**src/rtl/receptor_ascii_quadro.sv**
```systemverilog
// ============================================================================
// Module : receptor_ascii_quadro
// Brief  : 7O1 serial receiver assembling the 8-character sonar frame
//          "CAE,CDU#" into angle and distance fields with error flags.
// Rev    : 1.0 - initial release
// ============================================================================
`default_nettype none

module receptor_ascii_quadro #(
  parameter int         CLKS_POR_BIT   = 434,
  parameter logic [6:0] TERM_ANGULO    = 7'h2C,
  parameter logic [6:0] TERM_DISTANCIA = 7'h23
) (
  input  logic       clock,
  input  logic       reset,
  input  logic       entrada_serial,
  output logic [6:0] centena_angulo,
  output logic [6:0] dezena_angulo,
  output logic [6:0] unidade_angulo,
  output logic [6:0] caractere_final_angulo,
  output logic [6:0] centena_distancia,
  output logic [6:0] dezena_distancia,
  output logic [6:0] unidade_distancia,
  output logic [6:0] caractere_final_distancia,
  output logic       pronto,
  output logic       erro_paridade,
  output logic       erro_quadro,
  output logic [2:0] db_indice,
  output logic [3:0] db_estado
);

  localparam int              c_CW       = $clog2(CLKS_POR_BIT);
  localparam logic [c_CW-1:0] c_FIM_BIT  = c_CW'(CLKS_POR_BIT - 1);
  localparam logic [c_CW-1:0] c_FIM_MEIO = c_CW'(CLKS_POR_BIT / 2 - 1);

  typedef enum logic [3:0] {
    INICIAL        = 4'd0,
    ESPERA         = 4'd1,
    CONFIRMA_START = 4'd2,
    DADOS          = 4'd3,
    PARIDADE       = 4'd4,
    STOP           = 4'd5,
    AVALIA         = 4'd6,
    AGUARDA_IDLE   = 4'd7
  } estado_t;

  estado_t         r_estado;
  estado_t         w_proximo;
  logic [1:0]      r_sinc;
  logic            w_rx;
  logic [c_CW-1:0] r_cont;
  logic [2:0]      r_nbits;
  logic            w_amostra;
  logic [6:0]      r_dados;
  logic            r_paridade;
  logic            r_stop;
  logic [2:0]      r_indice;
  logic            w_paridade_ok;
  logic            w_eh_term;
  logic            w_slot_ok;
  logic [6:0]      r_trab  [0:7];
  logic [6:0]      r_saida [0:7];
  logic            r_pronto;
  logic            r_erro_paridade;
  logic            r_erro_quadro;

  // Two-flop synchronizer; idles high so reset does not look like a start bit
  always_ff @(posedge clock or negedge reset) begin
    if (!reset) r_sinc <= 2'b11;
    else        r_sinc <= {r_sinc[0], entrada_serial};
  end

  assign w_rx = r_sinc[1];

  always_ff @(posedge clock or negedge reset) begin
    if (!reset) r_estado <= INICIAL;
    else        r_estado <= w_proximo;
  end

  always_comb begin
    w_amostra = 1'b0;
    case (r_estado)
      CONFIRMA_START:       w_amostra = (r_cont == c_FIM_MEIO);
      DADOS, PARIDADE, STOP: w_amostra = (r_cont == c_FIM_BIT);
      default:              w_amostra = 1'b0;
    endcase
  end

  always_comb begin
    w_proximo = r_estado;
    case (r_estado)
      INICIAL:        w_proximo = ESPERA;
      ESPERA:         if (!w_rx) w_proximo = CONFIRMA_START;
      CONFIRMA_START: if (w_amostra) w_proximo = w_rx ? ESPERA : DADOS;
      DADOS:          if (w_amostra && r_nbits == 3'd6) w_proximo = PARIDADE;
      PARIDADE:       if (w_amostra) w_proximo = STOP;
      STOP:           if (w_amostra) w_proximo = AVALIA;
      AVALIA:         w_proximo = r_stop ? ESPERA : AGUARDA_IDLE;
      AGUARDA_IDLE:   if (w_rx) w_proximo = ESPERA;
      default:        w_proximo = INICIAL;
    endcase
  end

  // Bit timer restarts at every sample so each sample lands mid-bit
  always_ff @(posedge clock or negedge reset) begin
    if (!reset) begin
      r_cont     <= '0;
      r_nbits    <= '0;
      r_dados    <= '0;
      r_paridade <= 1'b0;
      r_stop     <= 1'b1;
    end else begin
      if (r_estado == ESPERA || w_amostra) r_cont <= '0;
      else                                 r_cont <= r_cont + c_CW'(1);

      if (r_estado == CONFIRMA_START) r_nbits <= '0;
      else if (r_estado == DADOS && w_amostra) r_nbits <= r_nbits + 3'd1;

      if (w_amostra) begin
        case (r_estado)
          DADOS:    r_dados    <= {w_rx, r_dados[6:1]};
          PARIDADE: r_paridade <= w_rx;
          STOP:     r_stop     <= w_rx;
          default:  ;
        endcase
      end
    end
  end

  assign w_paridade_ok = ^{r_dados, r_paridade};
  assign w_eh_term     = (r_dados == TERM_ANGULO) || (r_dados == TERM_DISTANCIA);

  always_comb begin
    w_slot_ok = 1'b0;
    case (r_indice)
      3'd3:    w_slot_ok = (r_dados == TERM_ANGULO);
      3'd7:    w_slot_ok = (r_dados == TERM_DISTANCIA);
      default: w_slot_ok = !w_eh_term;
    endcase
  end

  // Any rejected character restarts the frame at slot 0 and leaves outputs alone
  always_ff @(posedge clock or negedge reset) begin
    if (!reset) begin
      r_indice        <= '0;
      r_pronto        <= 1'b0;
      r_erro_paridade <= 1'b0;
      r_erro_quadro   <= 1'b0;
      for (int i = 0; i < 8; i++) begin
        r_trab[i]  <= '0;
        r_saida[i] <= '0;
      end
    end else begin
      r_pronto        <= 1'b0;
      r_erro_paridade <= 1'b0;
      r_erro_quadro   <= 1'b0;
      if (r_estado == AVALIA) begin
        if (!r_stop) begin
          r_erro_quadro <= 1'b1;
          r_indice      <= '0;
        end else if (!w_paridade_ok) begin
          r_erro_paridade <= 1'b1;
          r_indice        <= '0;
        end else if (!w_slot_ok) begin
          r_erro_quadro <= 1'b1;
          r_indice      <= '0;
        end else begin
          r_trab[r_indice] <= r_dados;
          if (r_indice == 3'd7) begin
            for (int i = 0; i < 7; i++) r_saida[i] <= r_trab[i];
            r_saida[7] <= r_dados;
            r_pronto   <= 1'b1;
            r_indice   <= '0;
          end else begin
            r_indice <= r_indice + 3'd1;
          end
        end
      end
    end
  end

  assign centena_angulo            = r_saida[0];
  assign dezena_angulo             = r_saida[1];
  assign unidade_angulo            = r_saida[2];
  assign caractere_final_angulo    = r_saida[3];
  assign centena_distancia         = r_saida[4];
  assign dezena_distancia          = r_saida[5];
  assign unidade_distancia         = r_saida[6];
  assign caractere_final_distancia = r_saida[7];
  assign pronto                    = r_pronto;
  assign erro_paridade             = r_erro_paridade;
  assign erro_quadro               = r_erro_quadro;
  assign db_indice                 = r_indice;
  assign db_estado                 = r_estado;

endmodule

`default_nettype wire

```
**config.mk**
```make
export PLATFORM = sky130hd
export DESIGN_NAME = receptor_ascii_quadro
export DESIGN_NICKNAME = d
export VERILOG_FILES = /design/src/rtl/receptor_ascii_quadro.sv
export SDC_FILE = /design/constraint.sdc
export NUM_CORES = 1
export LEC_CHECK = 0
export CAP_MARGIN = 25
export CELL_PAD_IN_SITES_DETAIL_PLACEMENT = 0
export CELL_PAD_IN_SITES_GLOBAL_PLACEMENT = 2
export CORE_MARGIN = 4
export CORE_UTILIZATION = 39
export CTS_CLUSTER_SIZE = 28
export DETAILED_ROUTE_END_ITERATION = 10
export GPL_TIMING_DRIVEN = 0
export PLACE_DENSITY = 0.88
export RECOVER_POWER = 50
export SLEW_MARGIN = 20
export SYNTH_ARGS = -nofsm -noshare
export SYNTH_HDL_FRONTEND = slang
export SYNTH_SLANG_ARGS = --single-unit
```
**constraint.sdc**
```tcl
create_clock -name clock -period 2.75 [get_ports clock]
set_input_delay 0.6875 -clock clock [delete_from_list [all_inputs] [get_ports clock]]
set_output_delay 0.6875 -clock clock [all_outputs]
set_load 0.02 [all_outputs]
```
==> results of run 1 <==
-- per-layer routing --
metal / vias to the layer above / global-route usage [%]
met1: 1806 / 19.9
met5: - / 0
met3: 9 / 3.85
met2: 61 / 23.0
met4: 0 / 4.22
li1: 1633 / -
-- cells by family after synthesis --
group,after synthesis,share of synthesized area (%)
flip-flops,137,59.3
multiplexers,117,22.7
AND/OR/NAND/NOR,70,7.67
buffers and inverters,32,2.46
AO/OA/AOI/OAI,27,3.33
XOR/XNOR,16,3.00
adder cells (fa/ha/maj),7,1.51
other,1,0.0648
-- what timing repair did --
| item | 4_1_cts | 5_1_grt |
|---|---|---|
| buffers inserted | 1 | 4 |
| endpoints found under the setup margin | 1 | 93 |
| resized for setup | 0 | 5 |
| pin swaps | 1 | 4 |
-- report_power, final --
part	leakage, µW	total (µW)	switching, µW	internal [µW]
combinational	0.00144	584	364	220
clock	0.000292	2340	901	1440
sequential	0.00189	2160	71.8	2090
total	0.00362	5090	1340	3760
-- layout make-up --
cell class / instances / area share (%)
flip-flops and latches: 137 / 46.4
repair buffers: 73 / 9.87
inverters: 8 / 0.406
multi-input cells: 238 / 30.3
clock buffers: 17 / 5.75
clock inverters: 15 / 2.62
well taps: 184 / 3.11
plain buffers: 24 / 1.52
-- registers in the layout, summed over array words and instances, names as in the netlist --
name and count:
r_paridade 1, db_indice 3, centena_angulo 7, dezena_distancia 7
r_cont 9, r_trab 49, r_sinc 2, db_estado 3
r_stop 1, unidade_angulo 7, dezena_angulo 7, r_nbits 3
unidade_distancia 7, centena_distancia 7, caractere_final_distancia 7, erro_paridade 1
r_dados 7, pronto 1, caractere_final_angulo 7, erro_quadro 1
-- synthesized netlist by cell type, types with 2 or more instances --
library cell and n:
dfrtp_1 134, mux2_2 64, mux2_1 50, nor2_1 18, clkbuf_1 15, nand2_1 13
nand3_1 9, inv_1 8, ha_1 7, xor2_1 7, xnor2_1 6, buf_4 5
a21oi_1 4, nand4_1 4, a22o_1 3, a31oi_1 3, and3_1 3, buf_2 3
dfstp_2 3, mux2i_1 3, nand2b_1 3, nand4b_1 3, nor4_4 3, o21ai_0 3
a211o_1 2, nand4bb_1 2, nor3_1 2, nor4bb_1 2, o211ai_1 2, o22ai_1 2
o31ai_1 2, xnor2_2 2
-- worst min path at each step --
stage	from	endpoint	slack (ps)	depth (start not counted)
6_report	r_sinc[0]	r_sinc[1]	350	0
3_5_place_dp	r_sinc[0]	r_sinc[1]	350	0
2_1_floorplan	r_sinc[0]	r_sinc[1]	350	0
3_3_place_gp	r_sinc[0]	r_sinc[1]	350	0
4_1_cts	reset	unidade_distancia[1]	220	1
5_1_grt	r_sinc[0]	r_sinc[1]	360	0
-- stage by stage --
| stage | TNS (ps) | hold WS (ps) |
|---|---|---|
| 3_5_place_dp | -22.5 | 347 |
| 5_1_grt | -96.9 | 360 |
| 3_3_place_gp | -579240 | 348 |
| 6_report | 0 | 355 |
| 4_1_cts | 0 | 222 |
| 2_1_floorplan | 0 | 345 |
==> reports/qor.csv, run 1 <==
stage,metric,value,unit
outcome,status,finished with violations,
outcome,failed_checks,"capacitance limit, slew limit",
critical_path,startpoint_type,flip-flop,
critical_path,crit_type,reg2reg,
power_and_ir_drop,ir_drop,0.000427,V
critical_path,worst_r2r_path_depth,9,
critical_path,crit_start,db_indice[1],
logic_synthesis,synth_largest_area_cell,dfrtp_1,
clock_network,htree_levels,4,
sta,max_freq,0.392,GHz
drt,drc,0,
clock_network,path_clk_slew,60,ps
logic_synthesis,postSynthCellCount,407,
logic_synthesis,synth_top_area_share,57.9,%
clock_network,cts_sinks,137,
finish,syn2layout_area_growth,27.8,%
drt,routed.top_layer,met4,
critical_path,critical_path.cell_chain,ha_1 > ha_1 > inv_1 > o221ai_2 > nand3_2 > nor4_4 > buf_4 > buf_4 > mux2_1,
finish,final_area,7400,µm²
drt,routed_wl,11.7,mm
logic_synthesis,ys_seq_area_share,59.3,%
finish,final_layout_size_suffix_gt1_share,25.0,%
logic_synthesis,synthesis.nets,417,
grt,grt_pass1_vias,3549,
sta,worst_pin_slew,1660,ps
sta,slew_viol_final,66,
logic_synthesis,synthArstFlopShare,100,%
critical_path,endpoint,caractere_final_distancia[0],
logic_synthesis,synth_flop_cell,dfrtp_1,
die,pin_count,69,
grt,antenna_found_initial,0,
die,die_h,130,µm
sta,fin_worst_skew,5.00,ps
die,rows,44,
placement,placed_area,6720,µm²
critical_path,reg2reg_to,caractere_final_distancia[0],
sta,period_needed,2550,ps
drt,vias,3509,
clock_network,cts_root_buf,clkbuf_16,
logic_synthesis,yosysWarningCount,0,
die,start_util,39.8,%
finish,fin_util,50.9,%
drt,dr.pass1.iters,4,
critical_path,worstPathRequired,3040,ps
drt,wl_met2,5.66,mm
critical_path,end_kind,flip-flop,
drt,wire_per_inst,16.8,µm
placement,dp_worst_setup_slack,-8.74,ps
critical_path,crit_arrival,2840,ps
critical_path,critical_path.slowest_cell,dfrtp_1,
clock_network,cts_buffer_depth,2,
drt,vias_per_cell,5.04,
finish,fillCellCount,1262,
finish,num_antenna_cells,0,
clock_network,hold_buffers,0,
logic_synthesis,synth_seq_cells,137,
drt,detail-route-antenna-nets,0,
sta,hold_violations,0,
clock_network,clkLatencyLatePin,410,ps
finish,fin_nets,509,
finish,final_common_cell,dfrtp_1,
placement,finalWeightedCongestion,0.746,
critical_path,critPathTopFamily,buffers and inverters,
drt,dr.first_iter.drc_count,191,
flow_run,max_cap_viol_count,1,
drt,met3_length,414,µm
logic_synthesis,synth_edf_count,0,
grt,grt_max_degree,73,
critical_path,cp_num_cells,9,
die,die_w,130,µm
grt,overflow,0,
die,coreArea,14500,µm²
critical_path,cp_num_buf_inv,3,
die,die-area,16900,µm²
logic_synthesis,synth_cell_types,49,
finish,multi_input_area,2250,µm²
critical_path,max_stage_delay,390,ps
clock_network,cts_buffers,17,
critical_path,worstPathMaxFanout,10,
power_and_ir_drop,p_total,5090,µW
power_and_ir_drop,power.leakage,0.00362,µW
worst_hold_path,hp-class,reg2reg,
placement,dp_hpwl,7.76,mm
grt,grt_util_all_layers,14.5,%
drt,drt-met1-wl,5.47,mm
placement,place_inst,659,
power_and_ir_drop,powerDensity,688,nW/µm²
logic_synthesis,syn_area,5790,µm²
logic_synthesis,synth.area.top_cells,"dfrtp_1 (58%), mux2_2 (12%), mux2_1 (9.7%)",
sta,layout_setup_ws,199,ps
finish,stdcell_count,696,
grt,grt_pass1_wl,18.8,mm
finish,layout_common_cells,"dfrtp_1 (134), mux2_2 (64), mux2_1 (50)",
sta,period_share,92.7,%
sta,maxSlewHeadroom,-10.4,%
clock_network,cts_tree,done,
placement,portBuffers,67,
critical_path,rr_startpoint,db_indice[1],
logic_synthesis,syn_area_per_cell,14.2,µm²
sta,final-setup-viol-count,0,
finish,seqCellArea,3430,µm²
critical_path,ff2ff_setup_slack,200,ps
No activity file was read; power rests on OpenSTA's default activity.
==> inputs of run 2 (changes only) <==
Settings changed: TNS_END_PERCENT from default to 10.
==> results of run 2 <==
The final DEF is identical to that of run 1; final timing and power are the same.
